## src/rtl/mem_access_unit.sv

```systemverilog
// mem_access_unit
//   Executes decoded load/store commands from the EX/MEM stage on a req/ack
//   data-memory bus, stalls the pipeline while busy and returns aligned,
//   sign-extended load data together with a fault code.
//
// Ports
//   clk, reset                  clock, synchronous active-high reset
//   start                       one-cycle command strobe (sampled in IDLE only)
//   mem_read, mem_write         decoded load / store
//   size                        00 = word, 11 = halfword, others illegal
//   dec_exc                     decoder exception
//   addr, wdata                 byte address and store data
//   stall                       high while a command is in progress
//   done                        one-cycle completion pulse
//   rdata, fault                load result and fault code, valid with done
//                               (fault: 00 ok, 01 misaligned, 10 timeout, 11 decode)
//   bus_req, bus_we, bus_addr,
//   bus_be, bus_wdata           data-memory request side
//   bus_ack, bus_rdata          data-memory response side
module mem_access_unit #(
    parameter int TIMEOUT = 16,
    parameter int ADDR_W  = 32
) (
    input  logic              clk,
    input  logic              reset,
    input  logic              start,
    input  logic              mem_read,
    input  logic              mem_write,
    input  logic [1:0]        size,
    input  logic              dec_exc,
    input  logic [ADDR_W-1:0] addr,
    input  logic [31:0]       wdata,
    output logic              stall,
    output logic              done,
    output logic [31:0]       rdata,
    output logic [1:0]        fault,
    output logic              bus_req,
    output logic              bus_we,
    output logic [ADDR_W-1:0] bus_addr,
    output logic [3:0]        bus_be,
    output logic [31:0]       bus_wdata,
    input  logic              bus_ack,
    input  logic [31:0]       bus_rdata
);

    typedef enum logic [1:0] {S_IDLE, S_CHECK, S_REQ, S_DONE} state_t;

    // Pick the addressed lane of a bus word; halfwords are sign-extended.
    function automatic logic [31:0] load_align(input logic half, input logic upper,
                                               input logic [31:0] word);
        logic signed [15:0] h;
        logic signed [31:0] ext;
        h   = $signed(upper ? word[31:16] : word[15:0]);
        ext = h;
        return half ? $unsigned(ext) : word;
    endfunction

    state_t            state_q, state_d;
    logic [ADDR_W-1:0] addr_q, addr_d;
    logic [31:0]       wdata_q, wdata_d;
    logic              we_q, we_d;
    logic [1:0]        size_q, size_d;
    logic              exc_q, exc_d;
    logic [7:0]        cnt_q, cnt_d;
    logic [7:0]        cnt_inc;
    logic [31:0]       rdata_q, rdata_d;
    logic [1:0]        fault_q, fault_d;
    logic              bus_req_q, bus_req_d;
    logic              bus_we_q, bus_we_d;
    logic [ADDR_W-1:0] bus_addr_q, bus_addr_d;
    logic [3:0]        bus_be_q, bus_be_d;
    logic [31:0]       bus_wdata_q, bus_wdata_d;
    logic              half;

    assign half    = (size_q == 2'b11);
    assign cnt_inc = cnt_q + 8'd1;

    always_comb begin
        state_d     = state_q;
        addr_d      = addr_q;
        wdata_d     = wdata_q;
        we_d        = we_q;
        size_d      = size_q;
        exc_d       = exc_q;
        cnt_d       = cnt_q;
        rdata_d     = rdata_q;
        fault_d     = fault_q;
        bus_req_d   = bus_req_q;
        bus_we_d    = bus_we_q;
        bus_addr_d  = bus_addr_q;
        bus_be_d    = bus_be_q;
        bus_wdata_d = bus_wdata_q;
        unique case (state_q)
            S_IDLE: begin
                // Non-memory instructions (neither read nor write) are dropped.
                if (start && (mem_read || mem_write)) begin
                    state_d = S_CHECK;
                    addr_d  = addr;
                    wdata_d = wdata;
                    we_d    = mem_write;
                    size_d  = size;
                    // Read and write together is a malformed decode.
                    exc_d   = dec_exc | (mem_read & mem_write);
                    rdata_d = '0;
                    fault_d = 2'b00;
                end
            end
            S_CHECK: begin
                if (exc_q || size_q == 2'b01 || size_q == 2'b10) begin
                    fault_d = 2'b11;
                    state_d = S_DONE;
                end else if (half ? addr_q[0] : (addr_q[1:0] != 2'b00)) begin
                    fault_d = 2'b01;
                    state_d = S_DONE;
                end else begin
                    bus_req_d   = 1'b1;
                    bus_we_d    = we_q;
                    bus_addr_d  = {addr_q[ADDR_W-1:2], 2'b00};
                    bus_be_d    = half ? (addr_q[1] ? 4'b1100 : 4'b0011) : 4'b1111;
                    // Halfword store data goes to both lanes; bus_be picks one.
                    bus_wdata_d = half ? {2{wdata_q[15:0]}} : wdata_q;
                    cnt_d       = '0;
                    state_d     = S_REQ;
                end
            end
            S_REQ: begin
                // Ack is tested first so an ack on the last allowed cycle succeeds.
                if (bus_ack) begin
                    bus_req_d = 1'b0;
                    rdata_d   = we_q ? 32'd0 : load_align(half, addr_q[1], bus_rdata);
                    state_d   = S_DONE;
                end else begin
                    cnt_d = cnt_inc;
                    if (cnt_inc == 8'(TIMEOUT)) begin
                        bus_req_d = 1'b0;
                        fault_d   = 2'b10;
                        state_d   = S_DONE;
                    end
                end
            end
            S_DONE: begin
                state_d = S_IDLE;
            end
            default: state_d = S_IDLE;
        endcase
    end

    always_ff @(posedge clk) begin
        if (reset) begin
            state_q     <= S_IDLE;
            addr_q      <= '0;
            wdata_q     <= '0;
            we_q        <= 1'b0;
            size_q      <= 2'b00;
            exc_q       <= 1'b0;
            cnt_q       <= '0;
            rdata_q     <= '0;
            fault_q     <= 2'b00;
            bus_req_q   <= 1'b0;
            bus_we_q    <= 1'b0;
            bus_addr_q  <= '0;
            bus_be_q    <= 4'b0000;
            bus_wdata_q <= '0;
        end else begin
            state_q     <= state_d;
            addr_q      <= addr_d;
            wdata_q     <= wdata_d;
            we_q        <= we_d;
            size_q      <= size_d;
            exc_q       <= exc_d;
            cnt_q       <= cnt_d;
            rdata_q     <= rdata_d;
            fault_q     <= fault_d;
            bus_req_q   <= bus_req_d;
            bus_we_q    <= bus_we_d;
            bus_addr_q  <= bus_addr_d;
            bus_be_q    <= bus_be_d;
            bus_wdata_q <= bus_wdata_d;
        end
    end

    assign stall     = (state_q == S_CHECK) || (state_q == S_REQ);
    assign done      = (state_q == S_DONE);
    assign rdata     = rdata_q;
    assign fault     = fault_q;
    assign bus_req   = bus_req_q;
    assign bus_we    = bus_we_q;
    assign bus_addr  = bus_addr_q;
    assign bus_be    = bus_be_q;
    assign bus_wdata = bus_wdata_q;

endmodule

```

## config.mk

```make
export PLATFORM = sky130hd
export DESIGN_NAME = mem_access_unit
export DESIGN_NICKNAME = d
export VERILOG_FILES = /design/src/rtl/mem_access_unit.sv
export SDC_FILE = /design/constraint.sdc
export NUM_CORES = 1
export LEC_CHECK = 0
export CORE_MARGIN = 5
export CORE_UTILIZATION = 45
export DETAILED_ROUTE_END_ITERATION = 12
export PLACE_DENSITY = 0.88
export SYNTH_ARGS = -nofsm -noshare
export SYNTH_HDL_FRONTEND = slang
export SYNTH_SLANG_ARGS = --single-unit
export TNS_END_PERCENT = 5
```

## constraint.sdc

```tcl
create_clock -name clk -period 2.7 [get_ports clk]
set_input_delay 0.675 -clock clk [delete_from_list [all_inputs] [get_ports clk]]
set_output_delay 0.675 -clock clk [all_outputs]
set_load 0.01 [all_outputs]
```

==> results.json <==
{
  "status": "completed",
  "yosysWarnings": 0,
  "numCtsBuffers": 17,
  "layout.nets": 1162,
  "drive_above_1_share": 0.0686,
  "ctsResizeCount": 0,
  "layout.cells.non_filler": 1252,
  "hold_buffers": 0,
  "finalMaxSlewViolations": 0,
  "final_util": 0.644,
  "syn2layout_area_growth_pct": 40.4,
  "drtPass1Iterations": 6,
  "fmax_mhz": 401,
  "hold_class": "reg -> reg",
  "rsz0062_at_grt": "no",
  "cts_num_sinks": 178,
  "max_cap_viol_count": 0,
  "syn_avg_cell_area_sq_um": 7.98,
  "drtIter0Drc": 492,
  "syn_area_sq_um": 6970,
  "die_h_um": 134,
  "holdPathStages": 2,
  "n_fill_cell": 1269,
  "postCtsSetupBuffers": 0,
  "finalHoldViolations": 0,
  "grt_first_pass_wirelength_um": 32400,
  "synth_top_area_share": 0.511,
  "required_ps": 2030,
  "gr-usage-all-layers": 0.220,
  "vdd_drop_max_v": 0.000399,
  "die_w_um": 134,
  "dp_slack_ps": -12.1,
  "yosys-top-cells-area": "dfxtp_1, nand2_1, a21oi_1",
  "dp.final_hpwl_um": 13600,
  "reg2regPathDepth": 6,
  "ys_types": 45,
  "cp_max_fo": 4,
  "grt-ovfl-total": 0,
  "yosysTopAreaCell": "dfxtp_1",
  "synth_cells": 873,
  "period_share": 0.924,
  "yosysSeqAreaShare": 0.511,
  "startpoint_type": "register",
  "synth-edff-count": 0,
  "grt_pass1_vias": 6455,
  "ios": 211,
  "antenna_cells": 0,
  "end_kind": "output pin",
  "setup_viol": 0,
  "grt_max_degree": 86,
  "core_region_area_sq_um": 15200,
  "min_period_ps": 2490,
  "vias": 6621,
  "powerDensity_nw_per_um2": 831,
  "gp_congestion": 0.879,
  "path_class": "reg -> out",
  "finClkSkew_ps": 11.0,
  "path_clk_slew_ps": 60,
  "antenna_found_initial": 0,
  "dieArea_sq_um": 18100,
  "worst_skew_pair.late_latency_ps": 420,
  "cts_max_path_buffers": 2,
  "yosys_register_bits": 178,
  "h-tree-depth": 4,
  "ys_async_sr_fraction": 0,
  "wirelength_um": 20000,
  "crit_arrival_ps": 1820,
  "tightest_slew_ps": 1120,
  "post_drt_wl_per_cell_um": 16.0,
  "setup_slack_ps": 205,
  "cts_tree": "done",
  "cts-root-buf": "clkbuf_16",
  "io_buffer_count": 208,
  "rows": 45,
  "viasPerCell": 5.29,
  "slew-limit-headroom": 0.252,
  "drtAntennaViolNets": 0,
  "place_inst": 1220,
  "start_util": 0.459,
  "route.detailed.drc": 0,
  "synth_flop_cell": "dfxtp_1",
  "p_leak_nw": 3.44
}
flip-flops by register name (all words and copies together), names as in the netlist:
register / flops
addr_q: 32
bus_addr: 30
bus_be: 2
bus_req: 1
bus_wdata: 32
bus_we: 1
cnt_q: 8
exc_q: 1
fault: 2
rdata: 32
size_q: 2
state_q: 2
wdata_q: 32
we_q: 1
path summary, 6_finish.rpt:
path / start / end / slack, ps
max: state_q[0]$_SDFFE_PP0P_ / stall / 210
min: addr_q[14]$_SDFFE_PP0P_ / bus_addr[14]$_SDFFE_PP0P_ / 450
min reg2reg: addr_q[14]$_SDFFE_PP0P_ / bus_addr[14]$_SDFFE_PP0P_ / 450
max reg2reg: state_q[0]$_SDFFE_PP0P_ / rdata[9]$_SDFFE_PP0P_ / 390
critical path, stage by stage, from the launching register on:
cell and delay [ps]:
dfxtp_1 390, inv_1 110, ha_1 350, clkdlybuf4s50_1 570
per-stage QoR:
stage               power, mW  setup TNS [ps]  hold WS (ps)  cell area, sq um
global placement         5.71               0           435              9210
CTS                      8.20               0           451              9790
finish                   8.14               0           450              9790
global route             8.59               0           466              9790
floorplan                4.65               0           432              6970
detailed placement       5.77           -20.8           442              9210
logic make-up (layout without fill, tap and decap cells):
group,Yosys count,count (layout),share of synthesized area
AO/OA/AOI/OAI,215,215,0.179
adder cells (fa/ha/maj),6,6,0.0108
buffers and inverters,72,262,0.0467
flip-flops,178,178,0.511
multiplexers,21,21,0.0336
other,1,2,0.000538
AND/OR/NAND/NOR,380,380,0.218
cell type report:
cell class | count | area (sq um) | area share
flip-flops and latches | 178 | 3560 | 0.364
multi-input cells | 624 | 3110 | 0.318
repair buffers | 224 | 2280 | 0.233
clock buffers | 21 | 450 | 0.0460
well taps | 188 | 235 | 0.0240
clock inverters | 11 | 130 | 0.0133
inverters | 6 | 22.5 | 0.00230
power breakdown:
group	internal, mW	switching [mW]	total [mW]
Clock	1.39	1.02	2.42
Combinational	1.06	1.44	2.50
Sequential	3.00	0.229	3.23
synth_stat cells (2+ instances only):
cell type,count
nand2_1,285
dfxtp_1,178
a21oi_1,154
nor2_1,61
clkbuf_1,38
a311oi_1,21
buf_2,20
a22oi_1,17
mux2_2,17
buf_4,6
ha_1,6
inv_1,6
nand2b_1,6
nor2b_1,6
o21ai_0,6
nor3_1,5
nand3_1,4
a211oi_1,3
a21o_1,2
and2_1,2
and4_1,2
mux2_1,2
mux2i_1,2
nor3_2,2
o21ai_1,2
metal layers:
layer  GRT usage  up-vias  part of all wire
met5           0        -                 0
met4      0.0667        0             0.016
met3      0.0816       23             0.089
met2       0.364      251              0.48
met1       0.269     3076              0.42
li1            -     3271                 -
layout by cell type, fill, tap and decap left out, types with 3 or more instances in the layout:
cell	Yosys	final
nand2_1	285	285
clkdlybuf4s50_1	0	207
dfxtp_1	178	178
a21oi_1	154	154
nor2_1	61	60
a311oi_1	21	21
mux2_2	17	17
a22oi_1	17	17
clkbuf_16	0	17
buf_4	6	10
inv_1	6	6
nand2b_1	6	6
nor2b_1	6	6
o21ai_0	6	6
ha_1	6	6
buf_12	0	6
nor3_1	5	5
nand3_1	4	4
clkinvlp_4	0	4
a211oi_1	3	3
clkinv_4	0	3
clkbuf_1	38	3
Power figures use the tool's default switching activity.
